## src/rtl/io_arbiter_pkg.sv

```systemverilog
// io_arb_pkg: shared types and defaults for the two-requester IO arbiter.
package io_arb_pkg;
   typedef enum logic [1:0] {IDLE, ACCESS, RELEASE} state_t;
   typedef enum logic {RD, WR} op_t;
   localparam int DW_DEF = 16;
endpackage

```

## src/rtl/io_arbiter_if.sv

```systemverilog
// io_arbiter_if: requester and IO-device signals of the arbiter.
// The master side is the environment (requesters and device); the slave side is the arbiter.
interface io_arbiter_if #(parameter int DW = io_arb_pkg::DW_DEF);
   logic          req0_read, req1_read, req0_write, req1_write;
   logic [DW-1:0] req0_data_out, req1_data_out;
   logic          req0_ack, req1_ack, req0_err, req1_err;
   logic [DW-1:0] req0_data_in, req1_data_in;
   logic          io_read, io_write, ioack, busy;
   logic [DW-1:0] io_data_out, io_data_in;
   modport master (
      output req0_read, req1_read, req0_write, req1_write, req0_data_out, req1_data_out,
      output ioack, io_data_in,
      input  req0_ack, req1_ack, req0_err, req1_err, req0_data_in, req1_data_in,
      input  io_read, io_write, io_data_out, busy
   );
   modport slave (
      input  req0_read, req1_read, req0_write, req1_write, req0_data_out, req1_data_out,
      input  ioack, io_data_in,
      output req0_ack, req1_ack, req0_err, req1_err, req0_data_in, req1_data_in,
      output io_read, io_write, io_data_out, busy
   );
endinterface

```

## src/rtl/io_rr_pick.sv

```systemverilog
// io_rr_pick: two-way round-robin pick; on a tie the requester not granted last wins.
module io_rr_pick (
   input  logic req0,
   input  logic req1,
   input  logic last,
   output logic grant,
   output logic valid
);
   assign valid = req0 | req1;
   assign grant = (req0 & req1) ? ~last : req1;
endmodule

```

## src/rtl/io_arbiter.sv

```systemverilog
// io_arbiter: serialises single-word reads/writes from two requesters onto one IO device,
// with round-robin fairness, a per-access timeout and fully registered outputs.
module io_arbiter
   import io_arb_pkg::*;
#(
   parameter int DW      = DW_DEF,
   parameter int TIMEOUT = 255
) (
   input logic         clock,
   input logic         reset,
   io_arbiter_if.slave bus
);
   state_t        state, state_n;
   op_t           op, op_n;
   logic          owner, owner_n, last, pick, pick_v, grant_now, done, tmo, r0, r1;
   logic [DW-1:0] wdata, wdata_n;
   logic [15:0]   cnt;

   assign r0 = bus.req0_read | bus.req0_write;
   assign r1 = bus.req1_read | bus.req1_write;

   io_rr_pick u_pick (
      .req0  (r0),
      .req1  (r1),
      .last  (last),
      .grant (pick),
      .valid (pick_v)
   );

   // Next-cycle values are computed here so the strobes can be registered off them.
   always_comb begin
      grant_now = state == IDLE && pick_v;
      done      = state == ACCESS && bus.ioack;
      tmo       = state == ACCESS && !bus.ioack && cnt == 16'(TIMEOUT - 1);
      owner_n   = grant_now ? pick : owner;
      op_n      = grant_now ? ((pick ? bus.req1_write : bus.req0_write) ? WR : RD) : op;
      wdata_n   = grant_now ? (pick ? bus.req1_data_out : bus.req0_data_out) : wdata;
      state_n   = grant_now ? ACCESS : (done || tmo) ? RELEASE : state == RELEASE ? IDLE : state;
   end

   always_ff @(posedge clock or posedge reset) begin
      if (reset) begin
         state            <= IDLE;
         op               <= RD;
         owner            <= 1'b0;
         last             <= 1'b1;
         wdata            <= '0;
         cnt              <= '0;
         bus.io_read      <= 1'b0;
         bus.io_write     <= 1'b0;
         bus.io_data_out  <= '0;
         bus.req0_ack     <= 1'b0;
         bus.req1_ack     <= 1'b0;
         bus.req0_err     <= 1'b0;
         bus.req1_err     <= 1'b0;
         bus.req0_data_in <= '0;
         bus.req1_data_in <= '0;
         bus.busy         <= 1'b0;
      end else begin
         state           <= state_n;
         op              <= op_n;
         owner           <= owner_n;
         wdata           <= wdata_n;
         last            <= grant_now ? pick : last;
         cnt             <= state == ACCESS ? cnt + 16'd1 : '0;
         bus.io_read     <= state_n == ACCESS && op_n == RD;
         bus.io_write    <= state_n == ACCESS && op_n == WR;
         bus.io_data_out <= (state_n == ACCESS && op_n == WR) ? wdata_n : '0;
         bus.req0_ack    <= (done || tmo) && !owner;
         bus.req1_ack    <= (done || tmo) && owner;
         bus.req0_err    <= tmo && !owner;
         bus.req1_err    <= tmo && owner;
         bus.busy        <= state_n != IDLE;
         if (done && op == RD && !owner) bus.req0_data_in <= bus.io_data_in;
         if (done && op == RD && owner) bus.req1_data_in <= bus.io_data_in;
      end
   end
endmodule
```

## src/flat_wrapper.sv

```systemverilog
// flat-port wrapper written by rule: the top's interface ports become plain ports
module io_arbiter_flat import io_arb_pkg::*;
#(
   parameter int DW      = DW_DEF,
   parameter int TIMEOUT = 255
)
  (clock, reset, bus_req0_read, bus_req1_read, bus_req0_write, bus_req1_write, bus_req0_data_out, bus_req1_data_out, bus_ioack, bus_io_data_in, bus_req0_ack, bus_req1_ack, bus_req0_err, bus_req1_err, bus_req0_data_in, bus_req1_data_in, bus_io_read, bus_io_write, bus_io_data_out, bus_busy);
  io_arbiter_if #(.DW(DW)) bus_i ();
  input logic clock;
  input logic reset;
  input wire logic [$bits(bus_i.req0_read)-1:0] bus_req0_read;
  input wire logic [$bits(bus_i.req1_read)-1:0] bus_req1_read;
  input wire logic [$bits(bus_i.req0_write)-1:0] bus_req0_write;
  input wire logic [$bits(bus_i.req1_write)-1:0] bus_req1_write;
  input wire logic [$bits(bus_i.req0_data_out)-1:0] bus_req0_data_out;
  input wire logic [$bits(bus_i.req1_data_out)-1:0] bus_req1_data_out;
  input wire logic [$bits(bus_i.ioack)-1:0] bus_ioack;
  input wire logic [$bits(bus_i.io_data_in)-1:0] bus_io_data_in;
  output wire logic [$bits(bus_i.req0_ack)-1:0] bus_req0_ack;
  output wire logic [$bits(bus_i.req1_ack)-1:0] bus_req1_ack;
  output wire logic [$bits(bus_i.req0_err)-1:0] bus_req0_err;
  output wire logic [$bits(bus_i.req1_err)-1:0] bus_req1_err;
  output wire logic [$bits(bus_i.req0_data_in)-1:0] bus_req0_data_in;
  output wire logic [$bits(bus_i.req1_data_in)-1:0] bus_req1_data_in;
  output wire logic [$bits(bus_i.io_read)-1:0] bus_io_read;
  output wire logic [$bits(bus_i.io_write)-1:0] bus_io_write;
  output wire logic [$bits(bus_i.io_data_out)-1:0] bus_io_data_out;
  output wire logic [$bits(bus_i.busy)-1:0] bus_busy;
  assign bus_i.req0_read = bus_req0_read;
  assign bus_i.req1_read = bus_req1_read;
  assign bus_i.req0_write = bus_req0_write;
  assign bus_i.req1_write = bus_req1_write;
  assign bus_i.req0_data_out = bus_req0_data_out;
  assign bus_i.req1_data_out = bus_req1_data_out;
  assign bus_i.ioack = bus_ioack;
  assign bus_i.io_data_in = bus_io_data_in;
  assign bus_req0_ack = bus_i.req0_ack;
  assign bus_req1_ack = bus_i.req1_ack;
  assign bus_req0_err = bus_i.req0_err;
  assign bus_req1_err = bus_i.req1_err;
  assign bus_req0_data_in = bus_i.req0_data_in;
  assign bus_req1_data_in = bus_i.req1_data_in;
  assign bus_io_read = bus_i.io_read;
  assign bus_io_write = bus_i.io_write;
  assign bus_io_data_out = bus_i.io_data_out;
  assign bus_busy = bus_i.busy;
  io_arbiter #(.DW(DW), .TIMEOUT(TIMEOUT)) u_core (.clock(clock), .reset(reset), .bus(bus_i));
endmodule
```

## config.mk

```make
export PLATFORM = sky130hd
export DESIGN_NAME = io_arbiter_flat
export DESIGN_NICKNAME = d
export VERILOG_FILES = /design/src/rtl/io_arbiter_pkg.sv /design/src/rtl/io_arbiter_if.sv /design/src/rtl/io_rr_pick.sv /design/src/rtl/io_arbiter.sv /design/src/flat_wrapper.sv
export SDC_FILE = /design/constraint.sdc
export NUM_CORES = 1
export LEC_CHECK = 0
export CAP_MARGIN = 10
export CORE_MARGIN = 8
export CORE_UTILIZATION = 49
export CTS_BUF_LIST = sky130_fd_sc_hd__clkbuf_2
export DETAILED_ROUTE_END_ITERATION = 10
export PLACE_DENSITY = 0.92
export SKIP_LAST_GASP = 1
export SYNTH_ARGS = -nofsm -noshare
export SYNTH_HDL_FRONTEND = slang
export SYNTH_HIERARCHICAL = 1
export SYNTH_SLANG_ARGS = --single-unit
```

## constraint.sdc

```tcl
create_clock -name clock -period 4 [get_ports clock]
set_clock_uncertainty 0.1 [all_clocks]
set_input_delay 0.8 -clock clock [delete_from_list [all_inputs] [get_ports clock]]
set_output_delay 0.8 -clock clock [all_outputs]
set_load 0.1 [all_outputs]
```

== Word-level counts from Yosys, hierarchy flattened ==
Cells that the tools add are included.
Storage, ports and cells
  input bits: 55
  word-level logic and storage cells: 57
  flip-flop bits (word level): 92
  output and inout port bits: 55
Cells by class
  bitwise gates (word level): 7
  reductions and logical operators: 18
  equal/unequal tests: 4
  add/sub/neg operators: 1
  mux-type cells: 11
Operators with widths (count)
  two-way mux 16 bit: 4
  adder 16 x 1 -> 16 bit, second input constant: 1
  equality test 16 x 8 -> 1 bit, second input constant: 1
  logical AND 1 bit: 13
  two-way mux 2 bit: 3
  equality test 2 x 1 -> 1 bit, second input constant: 2
  two-way mux 1 bit: 4
  NOT 1 bit: 3
  bitwise OR 1 bit: 3
  equality test 2 bit, second input constant: 1
  zero test 1 bit: 2
  zero test 2 bit: 1
  nonzero test 2 bit: 1
  AND 1 bit: 1
  logical OR 1 bit: 1

== Logic depth before layout (Yosys ltp) ==
Gate-level depths: netlist of the first run.
  depth in word-level cells: 9
  gate-level depth with buffers: 8
  gate-level depth less buffers: 6

== By module ==
The synthesis of the first run kept the hierarchy.
By module, submodules not included
  io_arbiter: seq. area each 2303.5 µm², instances 1, cells an instance 298, area each 3848.7 µm²
  io_rr_pick: seq. area each 0.0 µm², instances 1, cells an instance 2, area each 13.8 µm²

== Least setup slack after synthesis of the first run ==
OpenSTA, ideal clock, no wires.
  path kind: input port to flip-flop
  from: in bus_req1_write
  to: reg u_core.bus.io_data_out[10]
  data arrival time: 2365 ps
  stages: 8
  data required time: 3812 ps
  setup slack: 1447 ps
  buffers on the path: 2
  setup time: 88 ps
  cell sequence: or2_2 > a21boi_1 > buf_4 > mux2_2 > nand3b_1 > a221o_1 > buf_2 > nor3b_1
On the way
  longest elaborated chain between the ends: 8
  elaborated cells on any way between the ends: 14
  those cells by class: 1 x eq/ne; 8 x mux; 3 x bitwise; 2 x reduce/logical
Ends and longest elaborated chain
  start: declaration: RTL line flat_wrapper.sv:14  | input wire logic [$bits(bus_i.req1_write)-1:0] bus_req1_write;
  bitwise OR 1 bit *: RTL line io_arbiter.sv:20  | assign r1 = bus.req1_read | bus.req1_write;
  AND 1 bit: RTL line io_rr_pick.sv:10  | assign grant = (req0 & req1) ? ~last : req1;
  two-way mux 1 bit *: RTL line io_rr_pick.sv:10
  net u_core.pick: RTL line io_arbiter.sv:15  | logic owner, owner_n, last, pick, pick_v, grant_now, done, tmo, r0, r1;
  two-way mux 1 bit (3 in a row): RTL line io_arbiter.sv:36  | op_n = grant_now ? ((pick ? bus.req1_write : bus.req0_write) ? WR : RD) : op;
  logical AND 1 bit: RTL line io_arbiter.sv:68  | bus.io_data_out <= (state_n == ACCESS && op_n == WR) ? wdata_n : '0;
  two-way mux 16 bit *: RTL line io_arbiter.sv:68
  end signal: assignment: RTL line io_arbiter.sv:68
  end: declaration: RTL line io_arbiter_if.sv:20  | output io_read, io_write, io_data_out, busy
The timed path passes the listed nets; every way through them passes the cells marked *.
A chain may end at the register's enable or synchronous reset.

== Worst setup path after layout of the first run ==
  from: reg u_core.bus.req0_data_in[2]
  to: out bus_req0_data_in[2]
RTL lines
  start: declaration: RTL line io_arbiter_if.sv:19  | output req0_ack, req1_ack, req0_err, req1_err, req0_data_in, req1_data_in,
  start signal: assignment: RTL line io_arbiter.sv:74  | if (done && op == RD && !owner) bus.req0_data_in <= bus.io_data_in;
  end: declaration: RTL line flat_wrapper.sv:23  | output wire logic [$bits(bus_i.req0_data_in)-1:0] bus_req0_data_in;
No word-level cell between the ends.

==> run metrics, run 1 <==
Fillers=slightly below 600; CTS resizes=0; clk root buf=clkbuf_2; RSZ-0062 raised after global routing=no; Crit Path Class=register to primary output; Max Cap Violations=0; Final Max Slew Viols=0; Tmin final=~3000 ps; Routed WL=between 9 and 10 mm; fin crit share=between 70% and 80%; Final ANT Viol Nets=0; met3 Usage GRT=4.30%; Seq/Total Area, Yosys=59.6%; DR vias/cell=approximately 5.3; largest net degree at the start of global routing=33; crit-path cells=clkdlybuf4s50_1; Worst Hold Launch=u_core/bus.req0_data_in[10]; average size of a mapped cell=12.9 um^2; CP max-delay cell=clkdlybuf4s50_1; relative slew slack=32.2%; # rows=32; mapped cell area=between 3000 and 4000 um^2; WP data arrival=2120 ps; Setup Buffers After CTS=0; synth top area cells=dfrtp_1, mux2_2, mux2_4; M2 GR Usage=~27%; WP data required=around 3100 ps; PortBufs=about 110; Finish-stage setup viols=0; routed len/inst=17.4 um; clock sinks=92; largest stage delay on the critical path=1150 ps; Die ar.=around 11,000 um^2; Num CTS Buffers=9; First DRT Iteration DRCs=150; diode count=0; Routability Congestion=approximately 0.82; Synth Register Bits=92; Inst Count DP=approximately 500; detailed-placement wirelength estimate=approximately 6.6 mm; GRT Max-Usage Layer=met2; GR Util All Layers=between 10% and 20%; Layout Nets=468; Worst Hold Class=register to register; io pins=110; syn_nets=between 300 and 400; vias in the first global route=around 2,800; Syn Inst Count=300; total grt overflow=0; DRC errors left=0; r2r startpoint=u_core/cnt[0]; Initial Util=50.2%; synthesis-to-finish area growth=33.8%; layout cells sized above 1=around 17%; Synth Warn #=6; CP Capture Type=primary output; via count=between 2,000 and 3,000; CTS max path bufs=2; fin cells=518; Most used DFF post-synth=dfrtp_1; DRT Pass-1 Iters=4; Slew @ Worst Pin=1010 ps; Clock transition at path regs=about 240 ps; Distinct cells, synth=between 40 and 50; Yosys top cell area share=59.0%; Buffers & Inverters on Critical Path=1; final hold violation count=0; dominant cell type by area after synthesis=dfrtp_1; H-tree depth=3; met1 Track Usage GR=20.6%; core area=7690 um^2; status=finished clean; setup total negative slack=0 ps; fmax=approximately 330 MHz; Post-synth EDFFs=0; commonest non-fill, non-tap cells in the layout=clkdlybuf4s50_1, dfrtp_1, nor2_1; die width=105 um; top fanout value on the critical path=2; Die H=~100 um; Clock Latency Late Sink=between 500 and 600 ps; first-pass GRT wire length=between 10 and 15 mm; # hold bufs at CTS=0; Post-synth ARST share=100%; Worst Setup SP=u_core/bus.req0_data_in[2]; CTS tree=done; CP Launch Type=register; Crit path max-delay family=buffers and inverters; most common cell after layout, fill and taps aside=clkdlybuf4s50_1; initial antenna violation count=0
==> cell families after synthesis <==
family                   after synthesis  synth area share [%]
AND/OR/NAND/NOR                       96                  14.6
flip-flops                            92                  59.6
adder cells (fa/ha/maj)                2                 0.648
buffers and inverters                 19                  2.98
AO/OA/AOI/OAI                         30                  4.50
multiplexers                          51                  15.4
XOR/XNOR                              10                  2.27
==> stage by stage <==
stage / instance area, um^2 / hold slack, ps / setup WS (ps) / util (%)
floorplan: 3860 / 363 / 710 / -
global placement: 5030 / 388 / 1010 / 65.5
detailed placement: 5030 / 391 / 916 / 65.5
CTS: 5170 / 442 / 945 / 67.2
global route: 5170 / 449 / 870 / 67.2
finish: 5170 / 439 / 982 / 67.2
==> cell type report <==
cell class	count	area, um^2	area share, %
flip-flops and latches	92	2300	44.6
multi-input cells	189	1450	28.1
repair buffers	114	1130	21.8
well taps	102	128	2.47
clock inverters	4	73.8	1.43
clock buffers	12	60.1	1.16
inverters	5	20.0	0.387
==> worst register-to-register path, cell delays in order (launching register included) <==
cell	delay, ps
dfrtp_1	480
inv_1	80
ha_1	160
nor4b_1	310
nand2_1	160
nor4_4	820
nor3b_1	160
==> path summary, 6_finish.rpt <==
check                           depth (start not counted)  slack [ps]                     endpoint
worst max-delay path                                    1         980          bus_req0_data_in[2]
worst min-delay path                                    1         440  u_core/bus.req0_data_in[10]
worst max register to register                          6        1620    u_core/bus.io_data_out[7]
worst min register to register                          1         440  u_core/bus.req0_data_in[10]
max in group asynchronous                               3        2530                  u_core/last
min in group asynchronous                               2         470              u_core/wdata[2]
==> registers in the layout (all words and copies together) (netlist names) <==
register and flops:
u_core/owner 1, u_core/state 2, u_core/bus.req1_data_in 16, u_core/cnt 16, u_core/op 1, u_core/bus.req1_err 1
u_core/bus.io_data_out 16, u_core/bus.req0_data_in 16, u_core/last 1, u_core/bus.busy 1, u_core/bus.req0_ack 1, u_core/wdata 16
u_core/bus.io_write 1, u_core/bus.req0_err 1, u_core/bus.io_read 1, u_core/bus.req1_ack 1
==> cell usage after synthesis, types with 2 or more instances <==
master	number
a21o_1	2
a21oi_1	17
and2_1	4
and3_1	3
buf_2	5
buf_4	3
buf_6	2
clkbuf_1	3
dfrtp_1	91
ha_1	2
inv_1	5
mux2_2	26
mux2_4	10
mux2i_1	15
nand2_1	11
nand3_1	4
nand4_1	6
nor2_1	29
nor3_1	2
nor3b_1	15
nor4_1	2
o21ai_0	5
o31ai_1	2
or2_2	2
or3_1	2
or4_1	3
xnor2_1	2
xor2_1	8
==> routing by layer <==
metal / vias to the layer above / wire (um)
li1: 1274 / -
met1: 1375 / 3870
met2: 100 / 4450
met3: 14 / 506
met4: 0 / 198
met5: - / 0
Power of run 1 is not shown: default switching activity piles up to over one toggle a cycle in this logic, so the estimate is an artifact.
==> inputs of run 2 (changes only) <==
==> constraint.sdc (replaced) <==
create_clock -name clock -period 3.15 [get_ports clock]
set_clock_uncertainty 0.1 [all_clocks]
set_input_delay 0.63 -clock clock [delete_from_list [all_inputs] [get_ports clock]]
set_output_delay 0.63 -clock clock [all_outputs]
set_load 0.1 [all_outputs]
==> run metrics, run 2 (same netlist as run 1, synthesis figures left out) <==
status=finished clean; vias in the first global route=between 2,000 and 3,000; Clock transition at path regs=250 ps; FF-to-FF path depth=4; clock sinks=92; Setup Buffers After CTS=0; fmax=about 440 MHz; multi-input logic area=1450 um^2; Num CTS Buffers=9; DRT Pass-1 Iters=4; Clock Latency Late Sink=approximately 520 ps; Slew @ Worst Pin=914 ps; io pins=110; fin crit share=approximately 72%; Initial Util=50.2%; # hold bufs at CTS=0; Crit Path Class=register to register; GR Util All Layers=between 15 and 20%; WP data arrival=2620 ps; CTS max path bufs=2; Worst Hold Class=input pin to asynchronous set/reset pin; CTS resizes=0; first-pass GRT wire length=between 15 and 20 mm; Final Max Slew Viols=0; WP data required=roughly 3500 ps; Layout Nets=472; die width=around 100 um; First DRT Iteration DRCs=~120; layout cells sized above 1=a little under a third; H-tree depth=3; commonest non-fill, non-tap cells in the layout=dfrtp_1, buf_4, clkdlybuf4s50_1; worst reg2reg setup slack=about 870 ps; Tmin final=approximately 2300 ps; CTS tree=done; via count=2,736; final hold violation count=0; Fillers=between 500 and 600; total grt overflow=0; detailed-placement wirelength estimate=between 6 and 7 mm; relative slew slack=39.1%; Final ANT Viol Nets=0; Seq. cell area=roughly 2300 um^2; PortBufs=~110; clk root buf=clkbuf_2; setup total negative slack=0 ps; r2r startpoint=u_core/state[0]; Routed WL=9.09 mm; RSZ-0062 raised after global routing=no; CP Launch Type=register; DRC errors left=0; most common cell after layout, fill and taps aside=dfrtp_1; CP Capture Type=register; FF-to-FF End=u_core/bus.req1_data_in[3]; Routability Congestion=about 0.80; Max Cap Violations=0; routed len/inst=17.4 um; Die H=between 100 and 150 um; core area=~7700 um^2; DR vias/cell=about 5.2; initial antenna violation count=0; synthesis-to-finish area growth=31.3%; Finish-stage setup viols=0; top fanout value on the critical path=16; diode count=0; Die ar.=between 10,000 and 15,000 um^2; largest net degree at the start of global routing=33; # rows=32
==> run 2: cell types whose count changed in the layout (fill, tap and decap cells not counted), sizes merged <==
| cell | before | now |
|---|---|---|
| buf | 5 | 64 |
| clkinv | 3 | 4 |
| clkinvlp | 0 | 1 |
| inv | 4 | 6 |
| clkbuf | 12 | 9 |
| clkdlybuf4s50 | 109 | 54 |
| bufinv | 2 | 1 |
==> run 2: critical path: stages, from the launching register on <==
cell     delay, ps
dfrtp_1        590
and2b_2        270
nand2_2         80
or3_1          700
mux2_4         450
==> run 2: final cells by class <==
cell class	instances	area share, %
Tap cell	102	2.52
Clock inverter	7	1.46
Inverter	5	0.395
Clock buffer	9	0.888
Sequential cell	92	45.4
Timing Repair Buffer	118	20.6
Multi-Input combinational cell	189	28.7
==> run 2: how the worst max path moves through the flow <==
stage                     from                           to  slack, ps  depth (start not counted)
6_report       u_core/state[0]   u_core/bus.req1_data_in[3]        870                          4
5_1_grt        u_core/state[0]  u_core/bus.req1_data_in[10]        790                          4
4_1_cts        u_core/state[0]   u_core/bus.req1_data_in[7]        870                          4
3_5_place_dp    bus_req0_write    u_core/bus.io_data_out[7]        350                          8
3_3_place_gp         bus_ioack   u_core/bus.req1_data_in[3]        450                          4
2_1_floorplan            reset              u_core/bus.busy         30                          1
==> run 2: per-layer routing <==
layer / vias up / GRT usage [%] / wire length, um
li1: 1274 / - / -
met1: 1357 / 20.3 / 3870
met2: 91 / 27.6 / 4450
met3: 14 / 5.22 / 527
met4: 0 / 7.24 / 235
met5: - / 0 / 0
==> run 2: per-stage QoR <==
step | setup WS (ps) | hold slack [ps] | instance area, um^2 | std cells | util [%]
4_1_cts | 872 | 200 | 5070 | 522 | 66.0
3_3_place_gp | 453 | 382 | 4950 | 506 | 64.4
6_report | 873 | 215 | 5070 | 522 | 66.0
5_1_grt | 790 | 170 | 5070 | 522 | 66.0
3_5_place_dp | 353 | 389 | 4950 | 506 | 64.4
2_1_floorplan | 29.7 | 363 | 3860 | 300 | -
Power of run 2 is left out for the same reason.
==> inputs of run 3 (changes only) <==
--- a/config.mk
+++ b/config.mk
@@ -7,10 +7,10 @@
 export LEC_CHECK = 0
 export CAP_MARGIN = 10
 export CORE_MARGIN = 8
-export CORE_UTILIZATION = 49
+export CORE_UTILIZATION = 44
 export CTS_BUF_LIST = sky130_fd_sc_hd__clkbuf_2
 export DETAILED_ROUTE_END_ITERATION = 10
-export PLACE_DENSITY = 0.92
+export PLACE_DENSITY = 0.88
 export SKIP_LAST_GASP = 1
 export SYNTH_ARGS = -nofsm -noshare
 export SYNTH_HDL_FRONTEND = slang
==> constraint.sdc (replaced) <==
create_clock -name clock -period 1.93 [get_ports clock]
set_clock_uncertainty 0.1 [all_clocks]
set_input_delay 0.386 -clock clock [delete_from_list [all_inputs] [get_ports clock]]
set_output_delay 0.386 -clock clock [all_outputs]
set_load 0.1 [all_outputs]
==> run metrics, run 3 (same netlist as run 1, synthesis figures left out) <==
Crit path max-delay family=buffers and inverters; commonest non-fill, non-tap cells in the layout=dfrtp_1, buf_12, clkdlybuf4s50_1; Critical Path Stages=8; fmax=538 MHz; status=finished clean; io pins=110; Max Cap Violations=0; Layout Nets=slightly below 500; Clock Latency Late Sink=540 ps; RSZ-0062 raised after global routing=yes; Final Max Slew Viols=0; # rows=34; most common cell after layout, fill and taps aside=dfrtp_1; multi-input logic area=~1500 um^2; Routability Congestion=approximately 0.8; total grt overflow=0; Num CTS Buffers=9; Die ar.=around 12,000 um^2; DRT Pass-1 Iters=4; PortBufs=109; routed len/inst=between 15 and 20 um; relative slew slack=80.0%; Slew @ Worst Pin=slightly below 300 ps; die width=around 110 um; Crit Path Class=input pin to register; DR vias/cell=about 5.2; Finish-stage setup viols=0; CTS max path bufs=2; DRC errors left=0; H-tree depth=3; vias in the first global route=2,981; Routed WL=9.59 mm; layout cells sized above 1=approximately 34%; Initial Util=between 40 and 50%; GR Util All Layers=between 10% and 20%; WP data required=2300 ps; FF-to-FF path depth=6; core area=about 8600 um^2; Seq. cell area=between 2000 and 2500 um^2; largest net degree at the start of global routing=53; # hold bufs at CTS=0; clk root buf=clkbuf_2; CP max-delay cell=clkdlybuf4s50_1; Worst Hold Class=input pin to asynchronous set/reset pin; Tmin final=roughly 1900 ps; clock sinks=92; Setup Buffers After CTS=0; WP data arrival=between 2000 and 2500 ps; Buffers & Inverters on Critical Path=2; CP Capture Type=register; Clock transition at path regs=~230 ps; crit-path cells=clkdlybuf4s50_1 > or2_4 > a21boi_2 > mux2_4 > nand3b_1 > a221o_1 > buf_4 > nor3b_1; first-pass GRT wire length=15.1 mm; fin crit share=a little over nine tenths; Util after Layout=69.1%; setup total negative slack=0 ps; First DRT Iteration DRCs=123; diode count=0; via count=between 2,000 and 3,000; final hold violation count=0; Fillers=570; CTS tree=done; detailed-placement wirelength estimate=approximately 7.6 mm; Die H=~110 um; largest stage delay on the critical path=roughly 420 ps; initial antenna violation count=0; CP Launch Type=input pin; synthesis-to-finish area growth=54.5%; top fanout value on the critical path=16; Final ANT Viol Nets=0
run 3: worst reg2reg max path, stage by stage (launching register included):
cell and delay, ps:
dfstp_2 610, a21boi_2 70, mux2_4 200, nand3b_1 70
a221o_1 320, buf_4 200, nor3b_1 220
run 3: path summary, 6_finish.rpt:
check / from / end / slack [ps]
max: bus_req1_write / u_core/bus.io_data_out[0] / 70
min: reset / u_core/bus.io_data_out[14] / 150
max reg2reg: u_core/last / u_core/bus.io_data_out[0] / 100
min reg2reg: u_core/wdata[14] / u_core/wdata[14] / 440
max in group asynchronous: reset / u_core/last / 1310
min in group clock: bus_io_data_in[10] / u_core/bus.req1_data_in[10] / 360
run 3: timing repair:
item	in CTS	in global routing
endpoints found under the hold margin	0	0
endpoints found under the setup margin	18	19
gates resized for setup	1	5
run 3: area by class of cell:
class,count,share of cell area [%]
flip-flops and latches,92,38.6
clock inverters,6,0.692
repair buffers,131,32.2
clock buffers,9,0.755
multi-input cells,189,25.1
well taps,108,2.27
inverters,5,0.378
run 3: stage by stage:
| step | cells | instance area, um^2 | setup slack [ps] | hold slack, ps |
|---|---|---|---|---|
| 2_1_floorplan | 300 | 3890 | -120 | 369 |
| 3_3_place_gp | 525 | 5850 | -416 | 385 |
| 3_5_place_dp | 525 | 5850 | -533 | 392 |
| 4_1_cts | 540 | 5940 | 42.1 | 117 |
| 5_1_grt | 540 | 5970 | -1.37 | 118 |
| 6_report | 540 | 5970 | 70.5 | 153 |
run 3: layer usage:
metal	global-route usage [%]	vias to the layer above	share of wire, %
met5	0	-	0
met4	7.71	0	2.6
met3	3.28	20	5.3
met2	27.6	81	51
met1	19.3	1383	41
li1	-	1305	-
Power of run 3 is left out for the same reason.
